File: src/rtl/serial_sub_ctrl.sv
// serial_sub_ctrl: bit-serial subtraction controller.
// Streams a WIDTH-bit operand pair LSB first through a one-bit subtractor cell
// (two half-subtractor stages plus a borrow flip-flop) and returns the
// difference and final borrow under a start/busy/done handshake.
// Optional feature macro: SERSUB_ZERO_EN adds the registered `zero` result flag.
module serial_sub_ctrl #(
  parameter int unsigned WIDTH = 8
) (
  input  logic             clk,
  input  logic             rst_n,
  input  logic             start,
  input  logic [WIDTH-1:0] a,
  input  logic [WIDTH-1:0] b,
  output logic             busy,
  output logic             done,
  output logic [WIDTH-1:0] d,
`ifdef SERSUB_ZERO_EN
  output logic             zero,
`endif
  output logic             bout
);

  localparam int unsigned CW = $clog2(WIDTH);

  localparam logic [1:0] StIdle = 2'd0;
  localparam logic [1:0] StRun  = 2'd1;
  localparam logic [1:0] StDone = 2'd2;

  logic [1:0]       state_q, state_d;
  logic [CW-1:0]    cnt_q, cnt_d;
  logic [WIDTH-1:0] a_q, a_d;
  logic [WIDTH-1:0] b_q, b_d;
  logic [WIDTH-1:0] d_q, d_d;
  logic             br_q, br_d;
  logic             bout_q, bout_d;
`ifdef SERSUB_ZERO_EN
  logic             acc_q, acc_d;
  logic             zero_q, zero_d;
`endif

  logic t, p, q, dbit, br_next, last;

  // Subtractor cell and next-state sequencing.
  always_comb begin
    // Stage 1 on the operand LSBs, stage 2 folds in the stored borrow.
    t       = a_q[0] ^ b_q[0];
    p       = ~a_q[0] & b_q[0];
    dbit    = t ^ br_q;
    q       = ~t & br_q;
    br_next = p | q;
    last    = (cnt_q == CW'(WIDTH - 1));

    state_d = state_q;
    cnt_d   = cnt_q;
    a_d     = a_q;
    b_d     = b_q;
    d_d     = d_q;
    br_d    = br_q;
    bout_d  = bout_q;
`ifdef SERSUB_ZERO_EN
    acc_d   = acc_q;
    zero_d  = zero_q;
`endif

    case (state_q)
      StIdle: begin
        if (start) begin
          a_d     = a;
          b_d     = b;
          br_d    = 1'b0;
          cnt_d   = '0;
`ifdef SERSUB_ZERO_EN
          acc_d   = 1'b0;
`endif
          state_d = StRun;
        end
      end
      StRun: begin
        d_d   = {dbit, d_q[WIDTH-1:1]};
        a_d   = a_q >> 1;
        b_d   = b_q >> 1;
        br_d  = br_next;
        cnt_d = cnt_q + CW'(1);
`ifdef SERSUB_ZERO_EN
        acc_d = acc_q | dbit;
`endif
        if (last) begin
          bout_d  = br_next;
`ifdef SERSUB_ZERO_EN
          zero_d  = ~(acc_q | dbit);
`endif
          state_d = StDone;
        end
      end
      StDone: state_d = StIdle;
      default: state_d = StIdle;
    endcase
  end

  // State and datapath registers; synchronous reset aborts any operation.
  always_ff @(posedge clk) begin
    if (!rst_n) begin
      state_q <= StIdle;
      cnt_q   <= '0;
      a_q     <= '0;
      b_q     <= '0;
      d_q     <= '0;
      br_q    <= 1'b0;
      bout_q  <= 1'b0;
`ifdef SERSUB_ZERO_EN
      acc_q   <= 1'b0;
      zero_q  <= 1'b0;
`endif
    end else begin
      state_q <= state_d;
      cnt_q   <= cnt_d;
      a_q     <= a_d;
      b_q     <= b_d;
      d_q     <= d_d;
      br_q    <= br_d;
      bout_q  <= bout_d;
`ifdef SERSUB_ZERO_EN
      acc_q   <= acc_d;
      zero_q  <= zero_d;
`endif
    end
  end

  // Handshake outputs decode the state register only, so no input reaches them.
  assign busy = (state_q == StRun);
  assign done = (state_q == StDone);
  assign d    = d_q;
  assign bout = bout_q;
`ifdef SERSUB_ZERO_EN
  assign zero = zero_q;
`endif

endmodule

File: config.mk
export PLATFORM = sky130hd
export DESIGN_NAME = serial_sub_ctrl
export DESIGN_NICKNAME = d
export VERILOG_FILES = /design/src/rtl/serial_sub_ctrl.sv
export SDC_FILE = /design/constraint.sdc
export NUM_CORES = 1
export LEC_CHECK = 0
export ABC_CLOCK_PERIOD_IN_PS = 3100
export CORE_MARGIN = 8
export CORE_UTILIZATION = 53
export CTS_BUF_LIST = sky130_fd_sc_hd__clkbuf_4 sky130_fd_sc_hd__clkbuf_8 sky130_fd_sc_hd__clkbuf_16
export CTS_CLUSTER_DIAMETER = 30
export CTS_CLUSTER_SIZE = 8
export DETAILED_ROUTE_END_ITERATION = 8
export GPL_TIMING_DRIVEN = 0
export PLACE_DENSITY = 0.83
export SYNTH_ARGS = -nofsm -noshare
export SYNTH_HDL_FRONTEND = slang
export SYNTH_SLANG_ARGS = --single-unit
File: constraint.sdc
create_clock -name clk -period 3.1 [get_ports clk]
set_clock_uncertainty 0.05 [all_clocks]
set_input_delay 0.62 -clock clk [delete_from_list [all_inputs] [get_ports clk]]
set_output_delay 0.62 -clock clk [all_outputs]
set_load 0.02 [all_outputs]
-- After elaboration in Yosys (flattened, before gate mapping)
Index checks and enable logic that the tools add are counted.
- register bits after elaboration: 31
- $add $sub $neg: 1
- eq/ne operators: 5
- muxes and demuxes: 11
- bitwise gates (word level): 7
- reductions and logical operators: 5
- operators with widths (operator ; count):
    8-bit one-hot mux with 2 select lines ; 2
    8-bit 2-to-1 mux ; 2
    3-bit one-hot mux with 2 select lines ; 1
    2-bit AND reduction ; 3
    2-bit 2-to-1 mux ; 2
    2-bit one-hot mux with 2 select lines ; 1
    3-bit by 1-bit adder with 3-bit output (second input constant) ; 1
    3-bit equality test (second input constant) ; 1
    3-bit 2-to-1 mux ; 1
    1-bit bitwise AND ; 2
    2-bit by 1-bit equality test with 1-bit output (second input constant) ; 1
    2-bit equality test (second input constant) ; 1
    2-bit logical NOT ; 1
    2-bit by 1-bit != test with 1-bit output (second input constant) ; 1
    2-bit != test (second input constant) ; 1
    1-bit inverter ; 2
    1-bit one-hot mux with 2 select lines ; 1
    2-bit nonzero test ; 1
    1-bit XOR ; 2
    1-bit 2-to-1 mux ; 1
    1-bit bitwise OR ; 1

-- Longest topological paths before layout
- word-level depth: 5
- depth in mapped cells: 7
- gate-level depth less buffers: 4

-- Least setup slack after synthesis
No wires, ideal clock.
- kind: reg-to-output
- from: register state_q[1]
- to: output done
- data arrival time: 1.015 ns
- required time: 2.430 ns
- path slack: 1.415 ns
- stages on the path, launching flop included: 3
- buffers on the path: 1
- cells stage by stage: dfxtp_1 clkbuf_1 nor2b_1
- longest elaborated chain between the ends: 1
- RTL lines (element ; RTL line ; source):
    from (decl) ; 29 ; logic [1:0] state_q, state_d;
    from (signal assigned) ; 103 ; state_q <= StIdle;
    from (signal assigned) ; 115 ; state_q <= state_d;
    2-bit equality test ; 131 ; assign done = (state_q == StDone);
    to (decl) ; 15 ; output logic done,
No other way between the ends.

-- Final worst setup path
- from: register state_q[0]
- to: output busy
- longest elaborated chain between the ends: 1
- RTL lines (element ; RTL line ; source):
    2-bit by 1-bit equality test with 1-bit output ; 130 ; assign busy = (state_q == StRun);
    to (decl) ; 14 ; output logic busy,
No other way between the ends.

==> flow_metrics.tcl <==
set metrics [dict create \
    postCtsSetupBuffers 0 \
    ys_top_cells_by_area "dfxtp_1, mux2i_1, o211ai_1, o21ai_2, nand2_1" \
    worstMarginPinSlew_ps 494 \
    r2r_cells 7 \
    drive_gt1_share_pct 15.3 \
    wl_per_cell_um 14.7 \
    drc 0 \
    final_cell_mix "dfxtp_1, clkdlybuf4s50_1, nand2_1" \
    cp_common_cell "buf_4" \
    first_pass_iters 4 \
    reg2reg_setup_slack_ps 1720 \
    grt_usage_pct 15.0 \
    drtIter0Drc 58 \
    cts_inserted_buffers 5 \
    clkSinkCount 31 \
    tns_ps 0 \
    fp.coreArea_sq_mm 0.00245 \
    nNetsFinal 198 \
    finalSetupViolations 0 \
    slew_violations 0 \
    fillers 181 \
    die_area_sq_mm 0.00444 \
    place_inst 199 \
    p_leak_nw 0.643 \
    htreeDepth 2 \
    hp-class "flip-flop to flip-flop" \
    syn_to_final_growth_pct 29.7 \
    ys_warn_count 0 \
    rsz0062_at_grt "false" \
    startpoint_type "flip-flop" \
    ys_seq_area_share_pct 45.7 \
    die_h_um 66.6 \
    crit_chain "buf_4 > nand2b_1 > buf_2 > inv_2 > buf_4 > clkdlybuf4s50_1" \
    synth-seq-cells 31 \
    p_per_area_mw_per_mm2 497 \
    crit_required_ps 2430 \
    synth.distinct_cells 25 \
    die_x_um 66.6 \
    grt_max_degree 11 \
    clk_pin_slew_ps 100 \
    post_cts_resized 0 \
    avgSynthCellArea_sq_um 9.64 \
    cp_slowest_cell "clkdlybuf4s50_1" \
    grt_pass1_vias 1172 \
    cap_violations 0 \
    cts_tree "built" \
    slowest_delay_ps 610 \
    crit_start "state_q[0]" \
    endpoint_kind "output pin" \
    relSlewSlack_pct 67.0 \
    max-clock-path-buffers 2 \
    clk_latency_ps 340 \
    instances_no_fill 207 \
    path_max_fanout 10 \
    holdBufCountCts 0 \
    antennaDiodeCount 0 \
    critical_path_class "flip-flop to output pin" \
    antenna_found_initial 0 \
    r2r_start "state_q[0]" \
    peakVddDrop_uv 409 \
    vias 1170 \
    row_count 18 \
    synth_top_area_cell "dfxtp_1" \
    drt_wl_total_mm 3.04 \
    grt_overflow_total 0 \
    synthCells 141 \
    vias_per_cell 5.65 \
    cp.arrival_ps 2020 \
    final_common_cell "dfxtp_1" \
    numPortBuffers 28 \
    ios 30 \
    synth_top_area_share_pct 45.7 \
    status "completed" \
    hpwl_mm 2.18 \
    setup.worst_path.end "busy" \
    grt_pass1_wl_mm 5.10 \
    start_util_pct 55.4 \
    synth_nets 163 \
    period_needed_ps 2690 \
    syn-cell-area_sq_mm 0.00136 \
    hold_viol 0 \
    whs_path_depth 2 \
    max_freq_mhz 371 \
    cts-root-buf "clkbuf_4" \
    gp_congestion 0.791 \
    finalCritPeriodShare_pct 86.8 \
    ant_nets 0 \
    finish.utilization_pct 71.8 \
    r2r_end "cnt_q[2]" \
]
how the worst min path moves through the flow:
| stage | to | slack (ps) | startpoint |
|---|---|---|---|
| after global routing | d[0] | 440 | d[0] |
| after floorplan | cnt_q[0] | 380 | cnt_q[0] |
| after CTS | d[0] | 410 | d[0] |
| final | d[0] | 410 | d[0] |
| after detailed placement | d[0] | 390 | d[0] |
| after global placement | d[0] | 390 | d[0] |
final cells by class:
cell class	count	area, sq um	area share (%)
Sequential cell	31	621	35.2
Timing Repair Buffer	28	280	15.9
Clock buffer	6	51.3	2.91
Clock inverter	2	35.0	1.99
Multi-Input combinational cell	94	651	36.9
Buffer	12	70.1	3.97
Tap cell	30	37.5	2.13
Inverter	4	17.5	0.994
cells by family after synthesis:
kind of cell	share of synthesized area, %
AO/OA/AOI/OAI	24.6
flip-flops	45.7
AND/OR/NAND/NOR	9.67
buffers and inverters	6.45
multiplexers	10.3
adder cells (fa/ha/maj)	3.31
synthesized netlist by cell type:
cell / count
a2111oi_0: 1
a21oi_1: 14
a311oi_1: 1
and3_1: 1
buf_2: 2
buf_4: 2
buf_6: 2
clkbuf_1: 6
dfxtp_1: 31
fa_1: 1
ha_1: 2
inv_1: 2
inv_2: 1
inv_4: 1
mux2i_1: 14
nand2_1: 19
nand2b_1: 1
nand4bb_1: 2
nor2_1: 2
nor2b_1: 1
o211ai_1: 14
o21ai_0: 9
o21ai_2: 10
o32ai_1: 1
or3_4: 1
report_power, final:
part / switching [mW] / internal, mW
sequential: 0.0110 / 0.417
clock: 0.145 / 0.190
combinational: 0.0567 / 0.0558
total: 0.213 / 0.664
state kept, by name (all words and copies together) (netlist names):
signal,flops
a_q,8
b_q,8
bout,1
d,8
cnt_q,3
br_q,1
state_q,2
worst max-delay path, delay by kind of cell (launching register included):
kind          cells  cell delay, ps
buf+inv           5            1260
flops             1             350
simple gates      1              70
metal layers:
| layer | GRT usage (%) | wire length (um) | vias to the layer above |
|---|---|---|---|
| met5 | 0 | 0 | - |
| met4 | 9.60 | 74 | 0 |
| met3 | 4.53 | 162 | 8 |
| met2 | 24.5 | 1470 | 26 |
| met1 | 16.4 | 1340 | 557 |
| li1 | - | - | 579 |
metrics by stage:
step	area, sq um	hold WS, ps	total power, mW	worst slack [ps]
CTS	1760	409	0.885	387
detailed placement	1680	394	0.549	784
global route	1760	441	0.916	304
floorplan	1360	379	0.506	1410
global placement	1680	388	0.546	791
finish	1760	407	0.877	408
No activity file was read; power rests on OpenSTA's default activity.
